**config.mk**
```make
export PLATFORM = sky130hd
export DESIGN_NAME = multicycle_ctrl
export DESIGN_NICKNAME = d
export VERILOG_FILES = /design/src/rtl/mips_ctrl_pkg.sv /design/src/rtl/mem_wait_timer.sv /design/src/rtl/multicycle_ctrl.sv
export SDC_FILE = /design/constraint.sdc
export NUM_CORES = 1
export LEC_CHECK = 0
export BUFFER_PORTS_ARGS = -buffer_cell sky130_fd_sc_hd__clkbuf_2
export CAP_MARGIN = 10
export CORE_MARGIN = 8
export CORE_UTILIZATION = 55
export DETAILED_ROUTE_END_ITERATION = 6
export MAX_ROUTING_LAYER = met4
export PLACE_DENSITY = 0.89
export SKIP_LAST_GASP = 1
export SLEW_MARGIN = 10
export SYNTH_ARGS = -nofsm -noshare
export SYNTH_HDL_FRONTEND = slang
export SYNTH_HIERARCHICAL = 1
export SYNTH_SLANG_ARGS = --single-unit
```
**constraint.sdc**
```tcl
create_clock -name clk -period 3.4 [get_ports clk]
set_input_delay 0.17 -clock clk [delete_from_list [all_inputs] [get_ports clk]]
set_output_delay 0.17 -clock clk [all_outputs]
set_load 0.01 [all_outputs]
```
**src/rtl/mips_ctrl_pkg.sv**
```systemverilog
// Shared encodings for the multicycle main controller: opcodes, FSM states,
// ALU/operand select codes and access sizes.
// Optional macro DWORD_EN: enables the doubleword access size for LD/SD.
package mips_ctrl_pkg;

   localparam logic [5:0] OP_RTYPE = 6'b000000;
   localparam logic [5:0] OP_J     = 6'b000010;
   localparam logic [5:0] OP_BEQ   = 6'b000100;
   localparam logic [5:0] OP_BNE   = 6'b000101;
   localparam logic [5:0] OP_ADDI  = 6'b001000;
   localparam logic [5:0] OP_SLTI  = 6'b001010;
   localparam logic [5:0] OP_ANDI  = 6'b001100;
   localparam logic [5:0] OP_ORI   = 6'b001101;
   localparam logic [5:0] OP_DADDI = 6'b011000;
   localparam logic [5:0] OP_LB    = 6'b100000;
   localparam logic [5:0] OP_LW    = 6'b100011;
   localparam logic [5:0] OP_LBU   = 6'b100100;
   localparam logic [5:0] OP_SB    = 6'b101000;
   localparam logic [5:0] OP_SW    = 6'b101011;
   localparam logic [5:0] OP_LD    = 6'b110111;
   localparam logic [5:0] OP_SD    = 6'b111111;

   typedef enum logic [3:0] {
      StFetch, StDecode, StMemAdr, StMemRd, StMemWb, StMemWr, StExec,
      StAluWb, StImmExec, StImmWb, StBranch, StJump, StIllegal, StFault
   } state_t;

   localparam logic [2:0] ALU_ADD   = 3'b000;
   localparam logic [2:0] ALU_AND   = 3'b001;
   localparam logic [2:0] ALU_OR    = 3'b010;
   localparam logic [2:0] ALU_SLT   = 3'b011;
   localparam logic [2:0] ALU_SUB   = 3'b110;
   localparam logic [2:0] ALU_FUNCT = 3'b111;

   localparam logic [2:0] SRCB_REGB    = 3'b000;
   localparam logic [2:0] SRCB_FOUR    = 3'b001;
   localparam logic [2:0] SRCB_SIMM    = 3'b010;
   localparam logic [2:0] SRCB_ZIMM    = 3'b011;
   localparam logic [2:0] SRCB_SIMM_SH = 3'b100;

   localparam logic [1:0] SZ_NONE  = 2'b00;
   localparam logic [1:0] SZ_WORD  = 2'b01;
   localparam logic [1:0] SZ_BYTE  = 2'b10;
   localparam logic [1:0] SZ_DWORD = 2'b11;

   localparam logic [1:0] PCSRC_ALU    = 2'b00;
   localparam logic [1:0] PCSRC_ALUOUT = 2'b01;
   localparam logic [1:0] PCSRC_JUMP   = 2'b10;

   function automatic logic is_load(input logic [5:0] o);
      return (o == OP_LW) || (o == OP_LB) || (o == OP_LBU) || (o == OP_LD);
   endfunction

   // Access size for a load/store opcode; SZ_NONE for anything else.
   function automatic logic [1:0] mem_size(input logic [5:0] o);
      logic [1:0] sz;
      case (o)
         OP_LW, OP_SW:         sz = SZ_WORD;
         OP_LB, OP_LBU, OP_SB: sz = SZ_BYTE;
`ifdef DWORD_EN
         OP_LD, OP_SD:         sz = SZ_DWORD;
`else
         // without doubleword support these never reach a memory state
`endif
         default:              sz = SZ_NONE;
      endcase
      return sz;
   endfunction

endpackage

```
**src/rtl/mem_wait_timer.sv**
```systemverilog
// Counts consecutive not-ready cycles in a memory state and flags a timeout
// on the cycle the count would reach MEM_TIMEOUT with memory still not ready.
module mem_wait_timer #(
   parameter int unsigned MEM_TIMEOUT = 16
) (
   input  logic clk,
   input  logic reset,
   input  logic active,
   input  logic mem_ready,
   output logic timeout
);

   localparam logic [7:0] LIMIT = 8'(MEM_TIMEOUT - 1);

   logic [7:0] cnt_q, cnt_d;

   // ready in the same cycle wins over the timeout
   assign timeout = active && !mem_ready && (cnt_q == LIMIT);

   // Clear whenever outside a memory state or the access ends, so every
   // memory state is entered with a zero count.
   always_comb begin
      cnt_d = cnt_q;
      if (!active || mem_ready || timeout) begin
         cnt_d = '0;
      end else begin
         cnt_d = cnt_q + 8'd1;
      end
   end

   // Counter register with synchronous active-low reset.
   always_ff @(posedge clk) begin
      if (!reset) begin
         cnt_q <= '0;
      end else begin
         cnt_q <= cnt_d;
      end
   end

endmodule

```
**src/rtl/multicycle_ctrl.sv**
```systemverilog
// Multicycle main controller: Moore FSM sequencing fetch/decode/execute/
// memory/writeback, with memory-ready timeout, sticky illegal/fault states
// and a retired-instruction counter.
// Optional macro DWORD_EN: makes LD, SD and DADDI legal.
module multicycle_ctrl
   import mips_ctrl_pkg::*;
#(
   parameter int unsigned MEM_TIMEOUT = 16,
   parameter int unsigned CNT_W       = 32
) (
   input  logic             clk,
   input  logic             reset,
   input  logic [5:0]       op,
   input  logic             mem_ready,
   output logic             pcwrite,
   output logic             branch_eq,
   output logic             branch_ne,
   output logic [1:0]       pcsrc,
   output logic             iord,
   output logic             memread,
   output logic [1:0]       memwrite,
   output logic [1:0]       load_size,
   output logic             load_signed,
   output logic             irwrite,
   output logic             regdst,
   output logic             memtoreg,
   output logic             regwrite,
   output logic             alusrca,
   output logic [2:0]       alusrcb,
   output logic [2:0]       aluop,
   output logic             illegal,
   output logic             fault,
   output logic [CNT_W-1:0] instret
);

   state_t           state_q, state_d;
   logic [CNT_W-1:0] instret_q;
   logic             retire;
   logic             wait_active;
   logic             timeout;

   function automatic state_t decode_next(input logic [5:0] o);
      state_t n;
      case (o)
         OP_RTYPE:                               n = StExec;
         OP_LW, OP_LB, OP_LBU, OP_SW, OP_SB:     n = StMemAdr;
         OP_ADDI, OP_ANDI, OP_ORI, OP_SLTI:      n = StImmExec;
         OP_BEQ, OP_BNE:                         n = StBranch;
         OP_J:                                   n = StJump;
`ifdef DWORD_EN
         OP_LD, OP_SD:                           n = StMemAdr;
         OP_DADDI:                               n = StImmExec;
`else
         // doubleword opcodes fall through to illegal
`endif
         default:                                n = StIllegal;
      endcase
      return n;
   endfunction

   assign wait_active = (state_q == StFetch) || (state_q == StMemRd) || (state_q == StMemWr);
   assign instret     = instret_q;

   mem_wait_timer #(
      .MEM_TIMEOUT(MEM_TIMEOUT)
   ) u_mem_wait_timer (
      .clk      (clk),
      .reset    (reset),
      .active   (wait_active),
      .mem_ready(mem_ready),
      .timeout  (timeout)
   );

   // Next-state and Moore outputs; reset low forces every control to 0.
   always_comb begin
      state_d     = state_q;
      retire      = 1'b0;
      pcwrite     = 1'b0;
      branch_eq   = 1'b0;
      branch_ne   = 1'b0;
      pcsrc       = PCSRC_ALU;
      iord        = 1'b0;
      memread     = 1'b0;
      memwrite    = SZ_NONE;
      load_size   = SZ_NONE;
      load_signed = 1'b0;
      irwrite     = 1'b0;
      regdst      = 1'b0;
      memtoreg    = 1'b0;
      regwrite    = 1'b0;
      alusrca     = 1'b0;
      alusrcb     = SRCB_REGB;
      aluop       = ALU_ADD;
      illegal     = 1'b0;
      fault       = 1'b0;
      unique case (state_q)
         StFetch: begin
            memread = 1'b1;
            alusrcb = SRCB_FOUR;
            if (mem_ready) begin
               irwrite = 1'b1;
               pcwrite = 1'b1;
               state_d = StDecode;
            end else if (timeout) begin
               state_d = StFault;
            end
         end
         StDecode: begin
            alusrcb = SRCB_SIMM_SH;
            state_d = decode_next(op);
         end
         StMemAdr: begin
            alusrca = 1'b1;
            alusrcb = SRCB_SIMM;
            state_d = is_load(op) ? StMemRd : StMemWr;
         end
         StMemRd: begin
            memread     = 1'b1;
            iord        = 1'b1;
            load_size   = mem_size(op);
            load_signed = (op == OP_LB);
            if (mem_ready) begin
               state_d = StMemWb;
            end else if (timeout) begin
               state_d = StFault;
            end
         end
         StMemWb: begin
            regwrite  = 1'b1;
            memtoreg  = 1'b1;
            load_size = mem_size(op);
            state_d   = StFetch;
            retire    = 1'b1;
         end
         StMemWr: begin
            iord     = 1'b1;
            memwrite = mem_size(op);
            if (mem_ready) begin
               state_d = StFetch;
               retire  = 1'b1;
            end else if (timeout) begin
               state_d = StFault;
            end
         end
         StExec: begin
            alusrca = 1'b1;
            aluop   = ALU_FUNCT;
            state_d = StAluWb;
         end
         StAluWb: begin
            regwrite = 1'b1;
            regdst   = 1'b1;
            state_d  = StFetch;
            retire   = 1'b1;
         end
         StImmExec: begin
            alusrca = 1'b1;
            case (op)
               OP_ANDI: begin alusrcb = SRCB_ZIMM; aluop = ALU_AND; end
               OP_ORI:  begin alusrcb = SRCB_ZIMM; aluop = ALU_OR;  end
               OP_SLTI: begin alusrcb = SRCB_SIMM; aluop = ALU_SLT; end
               default: begin alusrcb = SRCB_SIMM; aluop = ALU_ADD; end
            endcase
            state_d = StImmWb;
         end
         StImmWb: begin
            regwrite = 1'b1;
            state_d  = StFetch;
            retire   = 1'b1;
         end
         StBranch: begin
            alusrca   = 1'b1;
            aluop     = ALU_SUB;
            pcsrc     = PCSRC_ALUOUT;
            branch_eq = (op == OP_BEQ);
            branch_ne = (op == OP_BNE);
            state_d   = StFetch;
            retire    = 1'b1;
         end
         StJump: begin
            pcwrite = 1'b1;
            pcsrc   = PCSRC_JUMP;
            state_d = StFetch;
            retire  = 1'b1;
         end
         StIllegal: illegal = 1'b1;
         StFault:   fault   = 1'b1;
         default:   state_d = StFetch;
      endcase
      if (!reset) begin
         pcwrite     = 1'b0;
         branch_eq   = 1'b0;
         branch_ne   = 1'b0;
         pcsrc       = 2'b00;
         iord        = 1'b0;
         memread     = 1'b0;
         memwrite    = 2'b00;
         load_size   = 2'b00;
         load_signed = 1'b0;
         irwrite     = 1'b0;
         regdst      = 1'b0;
         memtoreg    = 1'b0;
         regwrite    = 1'b0;
         alusrca     = 1'b0;
         alusrcb     = 3'b000;
         aluop       = 3'b000;
         illegal     = 1'b0;
         fault       = 1'b0;
      end
   end

   // State and retired-instruction counter with synchronous active-low reset.
   always_ff @(posedge clk) begin
      if (!reset) begin
         state_q   <= StFetch;
         instret_q <= '0;
      end else begin
         state_q <= state_d;
         if (retire) begin
            instret_q <= instret_q + CNT_W'(1);
         end
      end
   end

endmodule

```
# Yosys cells after proc, flatten, opt, wreduce, memory -nomap -nowiden
# Memory sizes are Yosys's and may differ from the RTL's.
# Index checks and enable logic that the tools add are counted.
[op_classes]
addsub = 2
n_mux = 47
reduce_logical = 23
n_eq_ne = 25
n_bitwise = 1
[op_table]
columns = ["cell", "count"]
rows = [
  ["equality test 6 bit, second input constant", 6],
  ["adder 32 x 1 -> 32 bit, second input constant", 1],
  ["one-hot mux 4 bit (8 select lines)", 1],
  ["two-way mux 1 bit", 27],
  ["equality test 4 bit, second input constant", 6],
  ["equality test 6 x 4 -> 1 bit, second input constant", 3],
  ["equality test 4 x 3 -> 1 bit, second input constant", 4],
  ["two-way mux 4 bit", 4],
  ["OR reduction 2 bit", 7],
  ["equality test 6 x 3 -> 1 bit, second input constant", 2],
  ["one-hot mux 3 bit (4 select lines)", 1],
  ["two-way mux 2 bit", 5],
  ["two-way mux 3 bit", 3],
  ["one-hot mux 3 bit (3 select lines)", 1],
  ["adder 8 x 1 -> 8 bit, second input constant", 1],
  ["equality test 4 x 2 -> 1 bit, second input constant", 2],
  ["equality test 8 x 4 -> 1 bit, second input constant", 1],
  ["one-hot mux 2 bit (2 select lines)", 2],
  ["logical OR 1 bit", 7],
  ["one-hot mux 2 bit (3 select lines)", 1],
  ["OR reduction 3 bit", 2],
  ["OR reduction 5 bit", 1],
  ["equality test 4 x 1 -> 1 bit, second input constant", 1],
  ["logical NOT 4 bit", 1],
  ["other kinds (5)", 8],
]
[word_totals]
n_memories = 1
elab_cells = 102
reg_bits = 44
mem_bits_ro = 256
inputBits = 9
out_inout_bits = 57
[mem_list]
columns = ["memory", "words", "word_bits", "read_ports", "rd_clocked_by_memory_dff", "write_ports", "line_no", "source"]
rows = [
  ["(name not given)", 64, 4, 1, 0, 0, "multicycle_ctrl.sv:44", "case (o)"],
]

# Depth between registers and ports, before layout
[logic_depth]
depth_word = 8
ltp_mapped = 10
ltp_nobuf = 8

# By module
# The synthesis kept the hierarchy.
[modules_own_cells]
columns = ["mod", "n_inst", "area_per_inst_um2", "cells_each"]
rows = [
  ["multicycle_ctrl", 1, 2647.5, 340],
  ["mem_wait_timer", 1, 356.6, 40],
]

# Least setup slack after synthesis
# OpenSTA, ideal clock, no wires.
[synth_timing]
path_kind = "reg2reg"
from = "register state_q[0]"
to = "register state_q[3]"
path_buffers = 2
arrival_ps = 2339
setup_time_ps = 74
path_stages_with_launch = 10
path_slack_ps = 986
cell_sequence = "dfxtp_1 clkbuf_1 clkbuf_1 nand3b_1 a21oi_1 nor3b_1 nor2b_1 a21oi_1 or4_1 a31oi_1"
[synth_between]
elab_chain_cells = 8
elab_cells_between_ends = 19
classes_between = "eq/ne: 8; mux: 5; reduce/logical: 6"
[synth_rtl]
columns = ["element", "line_no", "source"]
rows = [
  ["start, declared", "multicycle_ctrl.sv:36", "state_t state_q, state_d;"],
  ["start signal, assigned", "multicycle_ctrl.sv:215", "state_q <= StFetch;"],
  ["start signal, assigned", "multicycle_ctrl.sv:218", "state_q <= state_d;"],
  ["equality test 4 x 2 -> 1 bit or logical NOT 4 bit (tied branches)", "multicycle_ctrl.sv:61", "assign wait_active = (state_q == StFetch) || (state_q == StMemRd) || (state_q == StMemWr);"],
  ["logical OR 1 bit", "multicycle_ctrl.sv:61", ""],
  ["logical OR 1 bit (*)", "multicycle_ctrl.sv:61", ""],
  ["via wait_active", "multicycle_ctrl.sv:39", "logic wait_active;"],
  ["logical AND 1 bit (*) (2 in a row)", "mem_wait_timer.sv:18", "assign timeout = active && !mem_ready && (cnt_q == LIMIT);"],
  ["via timeout", "multicycle_ctrl.sv:40", "logic timeout;"],
  ["two-way mux 4 bit (*)", "-", ""],
  ["two-way mux 4 bit (on tied branches)", "-", ""],
  ["one-hot mux 4 bit (8 select lines) (*)", "multicycle_ctrl.sv:96", "unique case (state_q)"],
]
# Mark *: on every way through the listed nets, which the timed path passes. The rest lies on a longest branch.
# A chain may end at the register's enable or synchronous reset.

# Final worst setup path
# Same ends and word-level chain as after synthesis.

==> impl_results.md <==
- CTS root buffer: clkbuf_8
- I/O Pins: between 60 and 70
- Max-slew violation count: 0
- Async set-or-reset flop fraction in the synthesized netlist: 0%
- TritonRoute pass-1 iters: 4
- N_diodes: 0
- Clock Latency Late Sink: 0.30 ns
- Initial DRC count: 169
- H-tree depth: 2
- Routed len/inst: between 10 and 15 microns
- CTS max path bufs: 2
- Min Hold Slack: approximately 0.33 ns
- Pwr Total: ~1600 uW
- Largest stage delay, worst path: roughly 0.81 ns
- Chip width: between 80 and 90 microns
- Worst Path Class, Setup: flip-flop to flip-flop
- Final period util: ~80%
- Dpl hpwl: ~5300 microns
- Setup TNS Final: 0 ns
- Die area: 8083 sq um
- Worst setup SP type: flip-flop
- Clock slew at reported path FFs: 0.09 ns
- Slew headroom: 42.36%
- Vias in the first global route: 2672
- Mean post-synth cell area: around 7.9 sq um
- Largest net degree at the start of global routing: 54
- Vias/cell: 6.024
- Cell variety after synth: 59
- Post-synth top flop: dfxtp_1
- Fill cells: 465
- Pre-CTS setup slack: between 0.6 and 0.7 ns
- CP required: between 3 and 4 ns
- Outcome: finished, final reports clean
- Sw frac: 38.19%
- Initial antenna violation count: 0
- Top cell type's share of synthesized area: 29.32%
- Layout cells sized above 1: 21.96%
- Post-cts resize count: 0
- Count leader, synth: dfxtp_1
- Antenna-violating nets left: 0
- CP Cell Sequence: xnor2_1 > nand2_1 > a21oi_1 > nor3b_1 > nor2b_1 > a21oi_1 > or4_1 > a31oi_1
- # setup viols final: 0
- Overall via count from detail_route: 3012
- Arrival @ worst endpoint: 3.02 ns
- Synth Cell Area: between 3000 and 4000 sq um
- Register area share after synthesis: 29.32%
- Crit Path Max Fanout: 26
- TritonCTS Buffers: 5
- Power per Cell Area: roughly 460 nW/um^2
- DRC Markers: 0
- Port bufs: 65
- Setup ws final: 0.6109 ns
- Syn nets: 395
- Most frequent cells after synthesis: dfxtp_1, nand2_1, a21oi_1, nor2_1, nand3_1
- Max Cap Viol: 0
- RSZ-0062 raised after global routing: false
- GPL Wtd Cong: about 0.9
- Post-CTS Setup Inserts: 0
- Worst path bufs/invs: 0
- Clock Power Share: 27.1%
- Min Tclk post-route: 2.789 ns
- Int Pwr: 965.9 uW
- Top delay family on crit path: simple AND/OR/NAND/NOR gates
- Clock Sinks: 44
- Synth Instances: 380
- CTS hold repair buffers: 0
- Final Hold Viols: 0
- Reg power frac: 41.1%
- Least-Margin Pin Slew: roughly 0.85 ns
- Achievable frequency: approximately 360 MHz
- CTS tree: built
- Chip height: roughly 90 microns
- HP Class: primary input to flip-flop
- Final Skew: between 0.009 and 0.01 ns
- GRT Total Usage: about 18%
- First-pass GRT wire length: 12400 microns
- Core box area: 5405 sq um
- Grt ovf: 0
- Area contributors post-synth: dfxtp_1, a21oi_1, nand2_1, or4_1, o31ai_1
- Switch Pwr: 596.7 uW
- Slowest cell on crit path: dfxtp_1
- Endpoint class of the critical path: flip-flop
- Rows: 27
- Yosys top cell by area: dfxtp_1
- Area delta synth->final: 13.87%
- EDFF count, synth: 0
- P_leak: 0.001228 uW
- Total Wirelength: 7335 microns
- Crit path top cell by count: a21oi_1
- Initial Utilization: between 50% and 60%
- Register bit count reported by yosys: 44
- Comb pwr share: 31.7%
- Synth Warn #: 6
- VDD IR-drop max: a little under 0.0003 V
- Final nets: between 400 and 500
## power groups by stage
| stage | registers (uW) | logic [uW] | clock network (uW) |
|---|---|---|---|
| after floorplan | 578 | 476 | 0 |
| after global placement | 647 | 480 | 0 |
| after detailed placement | 650 | 492 | 0 |
| after CTS | 639 | 494 | 433 |
| after global routing | 652 | 552 | 454 |
| final | 643 | 496 | 424 |
## state kept, by name, summed over array words and instances (netlist names)
register                cells
u_mem_wait_timer/cnt_q      8
state_q                     4
instret                    32
## cell type report
class                      instances  area [sq um]  share of cell area (%)
multi-input combinational        300          1954                   57.13
sequential                        44         880.8                   25.75
timing repair buffer              67         340.3                   9.949
tap                               72         90.09                   2.634
clock buffer                       6         82.58                   2.414
clock inverter                     2         38.79                   1.134
inverter                           9         33.78                  0.9876
## tightest hold or removal path: cells and delay by family
| kind | cells | cell delay, ns |
|---|---|---|
| buf+inv | 1 | 0.18 |
| compound gates | 2 | 0.23 |
## metrics by stage
stage                     std cells  cell area [sq um]  util (%)
final                           500               3421     63.29
after global routing            500               3421     63.29
after CTS                       500               3421     63.29
after detailed placement        492               3299     61.04
after global placement          492               3299     61.04
after floorplan                 380               3004         -
## cell usage in the layout (no fill, tap or decap), types with 4 or more instances in the layout
master / synthesis / layout
o21ai_1: 5 / 5
dfxtp_1: 44 / 44
o31ai_1: 16 / 16
clkbuf_2: 2 / 65
nor2b_1: 8 / 8
inv_1: 8 / 8
a21oi_1: 32 / 32
nor3_1: 5 / 5
nand4_1: 9 / 9
and3_1: 6 / 6
nand2_1: 35 / 35
o211ai_1: 4 / 4
nand2b_1: 15 / 15
and4_1: 9 / 9
nor2_1: 21 / 21
nor4_2: 6 / 6
ha_1: 6 / 6
or3_1: 11 / 11
clkbuf_8: 0 / 6
nand3b_1: 4 / 4
or4_1: 17 / 17
nor4_1: 7 / 7
nand3_1: 18 / 18
mux2i_1: 10 / 10
o21ai_0: 9 / 9
## cells by family (layout without fill, tap and decap cells)
kind of cell | after synthesis | after routing | share of synthesized area (%)
and+or+nand+nor | 193 | 193 | 39.19
AOI/OAI and AO/OA | 85 | 85 | 18.28
DFF | 44 | 44 | 29.32
buffers and inverters | 36 | 84 | 5.623
muxes | 10 | 10 | 3.332
adders and majority gates | 6 | 6 | 2.499
xor gates and xnor gates | 6 | 6 | 1.750
## per-layer routing
layer	up-vias	GRT usage [%]	part of all wire [%]	wire, microns
met2	74	30.98	50	3690
met3	9	3.242	4.8	353
met5	-	-	0	0
li1	1525	-	-	-
met4	0	4.993	1.2	86
met1	1404	20.92	44	3205
## worst paths after layout
check / endpoint / slack [ns] / cells past startpoint / start
worst max register to register: state_q[3] / 0.61 / 8 / state_q[0]
worst min-delay path: state_q[0] / 0.33 / 3 / mem_ready
worst max-delay path: state_q[3] / 0.61 / 8 / state_q[0]
worst min register to register: instret[31] / 0.47 / 2 / instret[31]
(Power assumes the default switching activity.)
